==> src/rtl/led_panel_rx.sv <==
// Receive side of the HUB-style LED panel interface: resamples the panel lines,
// deserializes one row per latch, tracks the row address and flags protocol errors.
module led_panel_rx #(
   parameter int COLS = 32,
   parameter int ROWS = 8,
   parameter int CW   = $clog2(COLS + 1),
   localparam int RW  = $clog2(ROWS)
) (
   input  logic            clk,
   input  logic            reset_n,
   input  logic            red_in,
   input  logic            green_in,
   input  logic            blue_in,
   input  logic            sclk_in,
   input  logic            latch_in,
   input  logic            blank_in,
   input  logic            aclk_in,
   input  logic            arst_in,
   input  logic            clear_err,
   output logic [COLS-1:0] red_row,
   output logic [COLS-1:0] green_row,
   output logic [COLS-1:0] blue_row,
   output logic [RW-1:0]   row_out,
   output logic            row_valid,
   output logic            lit_out,
   output logic            err_count,
   output logic            err_tear
);

   localparam int R_B  = 0;
   localparam int G_B  = 1;
   localparam int B_B  = 2;
   localparam int SC_B = 3;
   localparam int LA_B = 4;
   localparam int BL_B = 5;
   localparam int AC_B = 6;
   localparam int AR_B = 7;

   localparam logic [CW-1:0] COLS_C = CW'(COLS);
   localparam logic [CW-1:0] SAT_C  = CW'(COLS + 1);

   logic [7:0]      s1_q, s2_q, rise;
   logic [COLS-1:0] red_sh_q, green_sh_q, blue_sh_q;
   logic [COLS-1:0] red_sh_d, green_sh_d, blue_sh_d;
   logic [COLS-1:0] red_row_q, green_row_q, blue_row_q;
   logic [COLS-1:0] red_row_d, green_row_d, blue_row_d;
   logic [CW-1:0]   cnt_q, cnt_d, cnt_shift;
   logic [RW-1:0]   row_q, row_d, row_out_q, row_out_d;
   logic            valid_q, lit_q, err_count_q, err_tear_q;
   logic            err_count_d, err_tear_d;

   always_comb begin
      rise        = s1_q & ~s2_q;
      red_sh_d    = red_sh_q;
      green_sh_d  = green_sh_q;
      blue_sh_d   = blue_sh_q;
      cnt_shift   = cnt_q;
      if (rise[SC_B]) begin
         red_sh_d   = {red_sh_q[COLS-2:0],   s1_q[R_B]};
         green_sh_d = {green_sh_q[COLS-2:0], s1_q[G_B]};
         blue_sh_d  = {blue_sh_q[COLS-2:0],  s1_q[B_B]};
         if (cnt_q != SAT_C) cnt_shift = cnt_q + CW'(1);
      end

      // A latch coinciding with a shift sees the post-shift register and count.
      red_row_d   = red_row_q;
      green_row_d = green_row_q;
      blue_row_d  = blue_row_q;
      row_out_d   = row_out_q;
      cnt_d       = cnt_shift;
      err_count_d = err_count_q & ~clear_err;
      err_tear_d  = err_tear_q & ~clear_err;
      if (rise[LA_B]) begin
         red_row_d   = red_sh_d;
         green_row_d = green_sh_d;
         blue_row_d  = blue_sh_d;
         row_out_d   = row_q;
         cnt_d       = '0;
         if (cnt_shift != COLS_C) err_count_d = 1'b1;
         if (!s1_q[BL_B])         err_tear_d  = 1'b1;
      end

      row_d = row_q;
      if (s1_q[AR_B])      row_d = '0;
      else if (rise[AC_B]) row_d = row_q + RW'(1);
   end

   always_ff @(posedge clk or negedge reset_n) begin
      if (!reset_n) begin
         s1_q        <= '0;
         s2_q        <= '0;
         red_sh_q    <= '0;
         green_sh_q  <= '0;
         blue_sh_q   <= '0;
         red_row_q   <= '0;
         green_row_q <= '0;
         blue_row_q  <= '0;
         cnt_q       <= '0;
         row_q       <= '0;
         row_out_q   <= '0;
         valid_q     <= 1'b0;
         lit_q       <= 1'b0;
         err_count_q <= 1'b0;
         err_tear_q  <= 1'b0;
      end else begin
         s1_q        <= {arst_in, aclk_in, blank_in, latch_in, sclk_in, blue_in, green_in, red_in};
         s2_q        <= s1_q;
         red_sh_q    <= red_sh_d;
         green_sh_q  <= green_sh_d;
         blue_sh_q   <= blue_sh_d;
         red_row_q   <= red_row_d;
         green_row_q <= green_row_d;
         blue_row_q  <= blue_row_d;
         cnt_q       <= cnt_d;
         row_q       <= row_d;
         row_out_q   <= row_out_d;
         valid_q     <= rise[LA_B];
         lit_q       <= ~s1_q[BL_B];
         err_count_q <= err_count_d;
         err_tear_q  <= err_tear_d;
      end
   end

   assign red_row   = red_row_q;
   assign green_row = green_row_q;
   assign blue_row  = blue_row_q;
   assign row_out   = row_out_q;
   assign row_valid = valid_q;
   assign lit_out   = lit_q;
   assign err_count = err_count_q;
   assign err_tear  = err_tear_q;

endmodule

==> config.mk <==
export PLATFORM = sky130hd
export DESIGN_NAME = led_panel_rx
export DESIGN_NICKNAME = d
export VERILOG_FILES = /design/src/rtl/led_panel_rx.sv
export SDC_FILE = /design/constraint.sdc
export NUM_CORES = 1
export LEC_CHECK = 0
export CORE_AREA = 2 2 180 147
export CTS_CLUSTER_DIAMETER = 80
export CTS_CLUSTER_SIZE = 30
export DETAILED_ROUTE_END_ITERATION = 10
export DIE_AREA = 0 0 182 149
export PLACE_DENSITY = 0.65
export SYNTH_ARGS = -nofsm -noshare
export SYNTH_HDL_FRONTEND = slang
export SYNTH_SLANG_ARGS = --single-unit
export TNS_END_PERCENT = 1
==> constraint.sdc <==
create_clock -name clk -period 1.95 [get_ports clk]
set_input_delay 0.2925 -clock clk [delete_from_list [all_inputs] [get_ports clk]]
set_output_delay 0.2925 -clock clk [all_outputs]
set_load 0.02 [all_outputs]
==> flow_summary.ini, run 1 <==
[run_status]
status = completed

[synth]
syn-instance-count = 701
ys_seq_elements = 219
syn_nets = 715
synth_area_per_cell_um2 = 12.1
synth_flop_cell = sky130_fd_sc_hd__dfrtp_1
synth_edf_count = 0
ys_seq_area_share_pct = 64.8
post_synth_num_cell_types = 32
synthesis.area_um2 = 8460
ys.warnings.count = 0
async_reset_ff_share_pct = 100

[sta]
slew_viol_final = 0
layout_min_cycle_time_ns = 1.83
rsz0062_at_grt = no
fin_hold_ws_ns = 0.241
hold_viol_final = 0
worst_slack_ns = 0.121
worst-slew-pin-transition_ns = 0.503
min_period_over_period_pct = 93.8
max_freq_mhz = 547
tns_ns = 0
worst_clock_skew_ns = 0.0209
setup_viol_count_final = 0
worst_slew_margin_rel_pct = 66.5

[place]
hpwl_um = 10500
worst_setup_timing_slack_at_the_placement_stage_ns = 0.303
gp_routability_congestion = 0.761
detailed_place.area_um2 = 10100
io_buffer_count = 113

[route]
highest_layer = met4
detail_route.iter0.violations = 280
post-route-drc-count = 0
detailedRoute.firstPassIterationCount = 4
wl_per_cell_um = 14.0
drtAntennaViolNets = 0
vias = 5046
met2_wirelength_um = 6980
totalWireLength_um = 16100
dr_wl_met3_um = 756
met1Wirelength_um = 8000
via_per_inst = 4.40

[cts]
cts_resized = 0
htree_levels = 1
cts_buffer_depth = 3
clock_sink_count = 219
numCtsBuffers = 12
cts_root_buf = sky130_fd_sc_hd__clkbuf_16
clock_insertion_delay_worst_skew_ns = 0.47
clock_transition_at_path_regs_ns = 0.11
tritoncts = yes

[worst_setup_path]
worstSetupPathType = reg2out
setup.worst_path.start_class = register
crit_buf_inv = 1
cp_max_fo = 2
crit_family = buffers and inverters
worst_ep_required_time_ns = 1.66
cp_cell_sequence = clkdlybuf4s50_1
worstSetupEndpointType = primary output
timing.critical_path.arrival_ns = 1.54
cp_slowest_cell = sky130_fd_sc_hd__clkdlybuf4s50_1
cp_slowest_stage_delay_ns = 0.63

[global_routing]
grt_first_pass_wirelength_um = 27100
track_usage_pct = 12.3
first_global_vias = 5145
antenna_found_initial = 0
pin_count_of_the_biggest_net_entering_global_routing = 65
grt-ovfl-total = 0

[floorplan]
die-width_um = 182
initial_utilization_pct = 33.0
fp-row-count = 53
fp.dieH_um = 149
coreArea_um2 = 25600
design.die.area_um2 = 27100
floorplan.io_pins = 114

[power_and_ir_drop]
switching_share_pct = 29.3
cellPowerDensity_nw_per_um2 = 1090
internal_power_w = 0.00806
comb_power_share_pct = 23.7
power_w = 0.0114
power.share.sequential_pct = 51.5
power.share.clock_pct = 24.7
power.switching_w = 0.00334
power.leakage_nw = 5.22
power.ir.vdd_worst_uv = 692

[layout]
area.growth.synth_to_final_pct = 23.5
antenna-diode-count = 0
postLayoutCellArea_um2 = 10400
sequential_cell_area_um2 = 5480
multiInputGateArea_um2 = 2770
filler_cell_count = 2470
num-nets-final = 825
layout-drive-gt1-share_pct = 17.0

[min_path]
min-delay-path-class = in2reg

[run]
max-cap-violations = 0
[layer usage]
layer | track usage, % | vias to the layer above
li1 | - | 2463
met1 | 18.1 | 2478
met2 | 18.4 | 86
met3 | 2.91 | 19
met4 | 2.62 | 0
met5 | 0 | -
[through the flow]
stage	instances	utilization (%)
floorplan	701	-
global placement	1126	39.3
detailed placement	1126	39.3
CTS	1146	40.8
global route	1146	40.8
finish	1146	40.8
[sequential cells by signal, indices dropped and copies added (netlist names)]
signal	count
err_count	1
row_out	3
red_row	32
green_row	32
blue_row	32
green_sh_q	32
cnt_q	6
blue_sh_q	32
row_valid	1
row_q	3
red_sh_q	32
s2_q	3
err_tear	1
s1_q	8
lit_out	1
[layout make-up]
cell class / count / area share, %
Clock buffer: 14 / 3.15
Clock inverter: 5 / 0.515
Timing Repair Buffer: 132 / 13.2
Inverter: 5 / 0.204
Multi-Input combinational cell: 441 / 26.5
Sequential cell: 219 / 52.5
Tap cell: 330 / 3.95
[power by group through the flow]
stage	clock, W	combinational (W)	sequential, W
final	0.00282	0.00271	0.00588
after global routing	0.00311	0.00296	0.00600
after CTS	0.00294	0.00275	0.00590
after detailed placement	0	0.00274	0.00597
after global placement	0	0.00268	0.00595
after floorplan	0	0.00116	0.00631
[cell usage after synthesis (2+ instances only)]
master	n	area (um2)
sky130_fd_sc_hd__buf_1	9	33.8
sky130_fd_sc_hd__buf_2	9	45.0
sky130_fd_sc_hd__buf_6	8	90.1
sky130_fd_sc_hd__clkbuf_1	10	37.5
sky130_fd_sc_hd__dfrtp_1	219	5480
sky130_fd_sc_hd__ha_1	3	37.5
sky130_fd_sc_hd__inv_1	4	15.0
sky130_fd_sc_hd__mux2_2	40	450
sky130_fd_sc_hd__mux2_4	57	856
sky130_fd_sc_hd__mux2i_1	2	20.0
sky130_fd_sc_hd__nand2_1	302	1130
sky130_fd_sc_hd__nand2b_1	3	18.8
sky130_fd_sc_hd__nand3_1	2	10.0
sky130_fd_sc_hd__nand4_1	2	12.5
sky130_fd_sc_hd__nor2_1	7	26.3
sky130_fd_sc_hd__nor2b_1	2	12.5
sky130_fd_sc_hd__xnor2_1	3	26.3
sky130_fd_sc_hd__xor2_1	5	43.8
[placed cells by master (no fill, tap or decap), types with 3 or more instances in the layout]
master / n
sky130_fd_sc_hd__mux2_2: 40
sky130_fd_sc_hd__nand2_1: 302
sky130_fd_sc_hd__buf_12: 8
sky130_fd_sc_hd__ha_1: 3
sky130_fd_sc_hd__xnor2_1: 3
sky130_fd_sc_hd__clkbuf_16: 13
sky130_fd_sc_hd__xor2_1: 5
sky130_fd_sc_hd__inv_1: 4
sky130_fd_sc_hd__inv_6: 3
sky130_fd_sc_hd__dfrtp_1: 219
sky130_fd_sc_hd__mux2_4: 57
sky130_fd_sc_hd__buf_4: 10
sky130_fd_sc_hd__clkdlybuf4s50_1: 112
sky130_fd_sc_hd__nor2_1: 7
[kinds of logic (layout without fill, tap and decap cells)]
family / Yosys count / in the layout / synth area share [%]
XOR/XNOR: 8 / 8 / 0.829
buffers and inverters: 41 / 156 / 2.66
flip-flops: 219 / 219 / 64.8
multiplexers: 99 / 99 / 15.7
AND/OR/NAND/NOR: 324 / 324 / 14.9
adder cells (fa/ha/maj): 3 / 3 / 0.444
AO/OA/AOI/OAI: 7 / 7 / 0.621
[repair_timing]
action                    CTS  global route
hold buffers                1             0
hold endpoints to repair   56             0
buffers inserted            0             0
[final timing paths]
| path | startpoint | end | slack [ns] | cells past startpoint |
|---|---|---|---|---|
| setup / recovery | green_row[31]$_DFFE_PN0P_ | green_row[31] | 0.12 | 1 |
| hold / removal | sclk_in | s1_q[3]$_DFF_PN0_ | 0.24 | 1 |
| setup reg to reg | cnt_q[1]$_DFF_PN0_ | err_count$_DFF_PN0_ | 0.31 | 6 |
| hold reg to reg | s1_q[6]$_DFF_PN0_ | s2_q[6]$_DFF_PN0_ | 0.39 | 0 |
| max in group asynchronous | reset_n | blue_sh_q[18]$_DFF_PN0_ | 0.94 | 3 |
| min in group asynchronous | reset_n | green_sh_q[14]$_DFF_PN0_ | 0.34 | 2 |
Power figures use the tool's default switching activity.
==> run 2, diff against run 1 <==
Settings changed: REMOVE_ABC_BUFFERS set to 1.
==> flow_summary.ini, run 2 (synthesis results as in run 1) <==
[run_status]
status = completed

[place]
io_buffer_count = 113
gp_routability_congestion = 0.737
hpwl_um = 10400

[cts]
clock_sink_count = 219
clock_transition_at_path_regs_ns = 0.11
clock_insertion_delay_worst_skew_ns = 0.48
cts_root_buf = sky130_fd_sc_hd__clkbuf_16
htree_levels = 1
cts_buffer_depth = 3
tritoncts = yes
post_cts.repair.setup_buffers = 0
numCtsBuffers = 12

[floorplan]
initial_utilization_pct = 33.0
design.die.area_um2 = 27100
floorplan.io_pins = 114
coreArea_um2 = 25600
fp-row-count = 53
fp.dieH_um = 149
die-width_um = 182

[sta]
setup_viol_count_final = 0
worst-slew-pin-transition_ns = 0.412
slew_viol_final = 0
layout_min_cycle_time_ns = 1.80
rsz0062_at_grt = no
hold_viol_final = 0
worst_clock_skew_ns = 0.0214
max_freq_mhz = 557
min_period_over_period_pct = 92.1
tns_ns = 0
worst_slew_margin_rel_pct = 72.5

[worst_setup_path]
cp_slowest_stage_delay_ns = 0.62
cp_cell_sequence = clkdlybuf4s50_1
worstSetupEndpointType = primary output
timing.critical_path.arrival_ns = 1.50
worstRegToRegCells = 6
crit_buf_inv = 1
setup.worst_path.start_class = register
cp_slowest_cell = sky130_fd_sc_hd__clkdlybuf4s50_1
worst_ep_required_time_ns = 1.66
timing.critical_path.depth = 1
cp_max_fo = 2
worstSetupPathType = reg2out
crit_family = buffers and inverters

[route]
wl_per_cell_um = 14.0
drtAntennaViolNets = 0
vias = 5052
detailedRoute.firstPassIterationCount = 4
via_per_inst = 4.41
totalWireLength_um = 16000
detail_route.iter0.violations = 234
post-route-drc-count = 0

[layout]
commonest_cells_after_routing_fill_and_taps_aside = sky130_fd_sc_hd__nand2_1, sky130_fd_sc_hd__dfrtp_1, sky130_fd_sc_hd__clkdlybuf4s50_1, sky130_fd_sc_hd__mux2_4, sky130_fd_sc_hd__mux2_2
antenna-diode-count = 0
area.growth.synth_to_final_pct = 23.6
filler_cell_count = 2459
layout-drive-gt1-share_pct = 17.0
num-nets-final = 824
leading_cell_type_in_the_layout_fill_and_taps_excluded = sky130_fd_sc_hd__nand2_1

[global_routing]
grt_first_pass_wirelength_um = 27200
antenna_found_initial = 1
pin_count_of_the_biggest_net_entering_global_routing = 67
grt-ovfl-total = 0
track_usage_pct = 12.2
first_global_vias = 5328

[power_and_ir_drop]
power_w = 0.0116
internal_power_w = 0.00824
power.share.sequential_pct = 50.6
switching_share_pct = 28.9
power.switching_w = 0.00336
power.leakage_nw = 5.23
cellPowerDensity_nw_per_um2 = 1110
power.share.clock_pct = 26.0
comb_power_share_pct = 23.4
power.ir.vdd_worst_uv = 645

[min_path]
worst_hold_path.num_cells = 1
min-delay-path-class = in2reg

[run]
max-cap-violations = 0
-- run 2: cell count changes in the layout (fill, tap and decap cells not counted), sizes merged --
cell / change
buf: -1
clkbuf: +1
bufinv: +1
inv: -1
-- run 2: power by group through the flow --
stage | Clock (W) | Sequential [W] | Combinational [W]
after floorplan | 0 | 0.00631 | 0.00116
after global placement | 0 | 0.00595 | 0.00271
after detailed placement | 0 | 0.00595 | 0.00275
after CTS | 0.00313 | 0.00588 | 0.00277
after global routing | 0.00327 | 0.00598 | 0.00297
final | 0.00301 | 0.00587 | 0.00272
-- run 2: through the flow --
| stage | util, % | cell area (um2) | hold slack [ns] | cells | worst slack (ns) |
|---|---|---|---|---|---|
| 5_1_grt | 40.8 | 10500 | 0.221 | 1146 | 0.0692 |
| 4_1_cts | 40.8 | 10500 | 0.209 | 1146 | 0.114 |
| 3_3_place_gp | 39.1 | 10000 | 0.227 | 1125 | 0.346 |
| 2_1_floorplan | - | 8250 | -0.00309 | 665 | -5.55 |
| 6_report | 40.8 | 10500 | 0.231 | 1146 | 0.154 |
| 3_5_place_dp | 39.1 | 10000 | 0.227 | 1125 | 0.321 |
-- run 2: routing by layer --
metal	track usage, %	vias to the layer above	wire length, um
met3	2.66	22	769
met4	2.86	0	333
met2	18.2	97	6730
met1	18.0	2486	8180
met5	0	-	0
li1	-	2447	-
-- run 2: worst paths after layout --
| path | start | to | slack [ns] |
|---|---|---|---|
| setup / recovery | green_row[17]$_DFFE_PN0P_ | green_row[17] | 0.15 |
| hold / removal | blue_in | s1_q[2]$_DFF_PN0_ | 0.23 |
| setup reg to reg | cnt_q[1]$_DFF_PN0_ | err_count$_DFF_PN0_ | 0.29 |
| hold reg to reg | s1_q[6]$_DFF_PN0_ | s2_q[6]$_DFF_PN0_ | 0.39 |
| max in group asynchronous | reset_n | cnt_q[5]$_DFF_PN0_ | 1.03 |
| min in group asynchronous | reset_n | s1_q[6]$_DFF_PN0_ | 0.29 |
-- run 2: timing repair --
action,in CTS,in global routing
resized for setup,0,0
endpoints found under the hold margin,42,0
hold buffers,1,0
-- run 2: worst register-to-register path, cell delays in order, from the launching register on --
cell and delay, ns:
sky130_fd_sc_hd__dfrtp_1 0.42, sky130_fd_sc_hd__inv_1 0.09, sky130_fd_sc_hd__ha_1 0.19, sky130_fd_sc_hd__nand3b_4 0.09, sky130_fd_sc_hd__o31a_1 0.30, sky130_fd_sc_hd__o32ai_1 0.26
sky130_fd_sc_hd__a41oi_1 0.16
-- run 2: cell type report --
| class | instances | area (um2) | area share [%] |
|---|---|---|---|
| flip-flops and latches | 219 | 5480 | 52.4 |
| multi-input cells | 441 | 2770 | 26.5 |
| repair buffers | 131 | 1350 | 12.9 |
| well taps | 330 | 413 | 3.95 |
| clock buffers | 15 | 343 | 3.28 |
| clock inverters | 5 | 82.6 | 0.790 |
| inverters | 5 | 21.3 | 0.203 |
==> run 3, diff against run 2 <==
Settings changed: CORE_AREA 2 2 180 147 to 2 2 150 123, DIE_AREA 0 0 182 149 to 0 0 152 125, PLACE_DENSITY 0.65 to 0.84.
==> flow_summary.ini, run 3 (synthesis results as in run 1) <==
[run_status]
status = completed

[route]
wl_per_cell_um = 14.8
post-route-drc-count = 0
drtAntennaViolNets = 0
detail_route.iter0.violations = 284
totalWireLength_um = 15400
vias = 5088
detailedRoute.firstPassIterationCount = 4
via_per_inst = 4.90

[place]
gp_routability_congestion = 0.757
io_buffer_count = 113
placedCellCount = 1022
hpwl_um = 10300

[floorplan]
die-width_um = 152
initial_utilization_pct = 47.8
fp-row-count = 44
floorplan.io_pins = 114
fp.dieH_um = 125
design.die.area_um2 = 19000
coreArea_um2 = 17700

[layout]
num-nets-final = 820
final_core_utilization_pct = 58.0
commonest_cells_after_routing_fill_and_taps_aside = sky130_fd_sc_hd__nand2_1, sky130_fd_sc_hd__dfrtp_1, sky130_fd_sc_hd__clkdlybuf4s50_1, sky130_fd_sc_hd__mux2_4, sky130_fd_sc_hd__mux2_2
antenna-diode-count = 0
post_layout_nonfiller_instances = 1038
leading_cell_type_in_the_layout_fill_and_taps_excluded = sky130_fd_sc_hd__nand2_1
area.growth.synth_to_final_pct = 21.1
layout-drive-gt1-share_pct = 16.3

[sta]
hold_viol_final = 0
rsz0062_at_grt = no
layout_min_cycle_time_ns = 1.78
slew_viol_final = 0
setup_viol_count_final = 0
max_freq_mhz = 561
min_period_over_period_pct = 91.4
worst-slew-pin-transition_ns = 0.482
worst_slew_margin_rel_pct = 67.9
worst_clock_skew_ns = 0.0134

[power_and_ir_drop]
power.ir.vdd_worst_uv = 612
power.switching_w = 0.00321
power.share.clock_pct = 23.9
cellPowerDensity_nw_per_um2 = 1100
power.share.sequential_pct = 52.0
internal_power_w = 0.00810
switching_share_pct = 28.4
comb_power_share_pct = 24.1
power.leakage_nw = 5.18

[worst_setup_path]
setup.worst_path.start_class = register
cp_slowest_stage_delay_ns = 0.62
cp_slowest_cell = sky130_fd_sc_hd__clkdlybuf4s50_1
crit_family = buffers and inverters
cp_max_fo = 2
worst_ep_required_time_ns = 1.66
worstSetupEndpointType = primary output
worstSetupPathType = reg2out
cp_cell_sequence = clkdlybuf4s50_1
timing.critical_path.arrival_ns = 1.49
crit_buf_inv = 1

[cts]
tritoncts = yes
cts_resized = 0
clock_transition_at_path_regs_ns = 0.11
numCtsBuffers = 11
cts_root_buf = sky130_fd_sc_hd__clkbuf_16
cts_buffer_depth = 3
htree_levels = 1
clock_sink_count = 219
clock_insertion_delay_worst_skew_ns = 0.46

[min_path]
min-delay-path-class = in2reg

[run]
max-cap-violations = 0

[global_routing]
pin_count_of_the_biggest_net_entering_global_routing = 74
grt_first_pass_wirelength_um = 26300
antenna_found_initial = 0
first_global_vias = 5078
track_usage_pct = 16.4
grt-ovfl-total = 0
[run 3: routing by layer]
metal  vias up  GRT usage (%)  part of all wire [%]
li1       2439              -                     -
met1      2521           25.0                    48
met2       112           24.9                    45
met3        16           3.54                   5.2
met4         0           2.75                   1.6
met5         -              0                     0
[run 3: power by group through the flow]
| stage | registers [W] | clock network, W | logic (W) |
|---|---|---|---|
| detailed placement | 0.00597 | 0 | 0.00275 |
| global placement | 0.00593 | 0 | 0.00268 |
| finish | 0.00588 | 0.00270 | 0.00273 |
| global route | 0.00600 | 0.00296 | 0.00297 |
| CTS | 0.00589 | 0.00279 | 0.00278 |
| floorplan | 0.00631 | 0 | 0.00116 |
[run 3: cell type report]
class	instances	area, um2
inverters	5	20.0
fillers	1427	7430
clock inverters	4	76.3
multi-input cells	441	2770
repair buffers	128	1340
well taps	230	288
clock buffers	11	275
flip-flops and latches	219	5480
[run 3: worst register-to-register path: stages (launching register included)]
cell and delay [ns]:
sky130_fd_sc_hd__dfrtp_1 0.42, sky130_fd_sc_hd__nor2b_4 0.20, sky130_fd_sc_hd__buf_12 0.27, sky130_fd_sc_hd__o31a_1 0.32, sky130_fd_sc_hd__mux2_4 0.33, sky130_fd_sc_hd__nor2_2 0.07
[run 3: final timing paths]
path                                         start                        to  slack, ns  cells after the start
setup / recovery           red_row[11]$_DFFE_PN0P_               red_row[11]       0.17                      1
hold / removal                             blue_in         s1_q[2]$_DFF_PN0_       0.26                      1
setup reg to reg                 s2_q[3]$_DFF_PN0_        cnt_q[1]$_DFF_PN0_       0.29                      5
hold reg to reg                  s1_q[6]$_DFF_PN0_         s2_q[6]$_DFF_PN0_       0.38                      0
max in group asynchronous                  reset_n  blue_row[28]$_DFFE_PN0P_       0.98                      3
min in group asynchronous                  reset_n         lit_out$_DFF_PN0_       0.35                      2
[run 3: through the flow]
step / cell area, um2 / total power [W] / TNS [ns] / worst slack (ns) / hold slack, ns
after floorplan: 8250 / 0.00747 / -1064.48 / -5.55 / -0.00309
after global placement: 9880 / 0.00861 / 0 / 0.396 / 0.264
after detailed placement: 9880 / 0.00872 / 0 / 0.328 / 0.267
after CTS: 10200 / 0.0115 / 0 / 0.145 / 0.246
after global routing: 10200 / 0.0119 / 0 / 0.0976 / 0.244
final: 10200 / 0.0113 / 0 / 0.167 / 0.258
[run 3: what timing repair did]
| action | in CTS | in global routing |
|---|---|---|
| hold buffers | 1 | 0 |
| setup buffers | 0 | 0 |
| hold endpoints to repair | 55 | 0 |
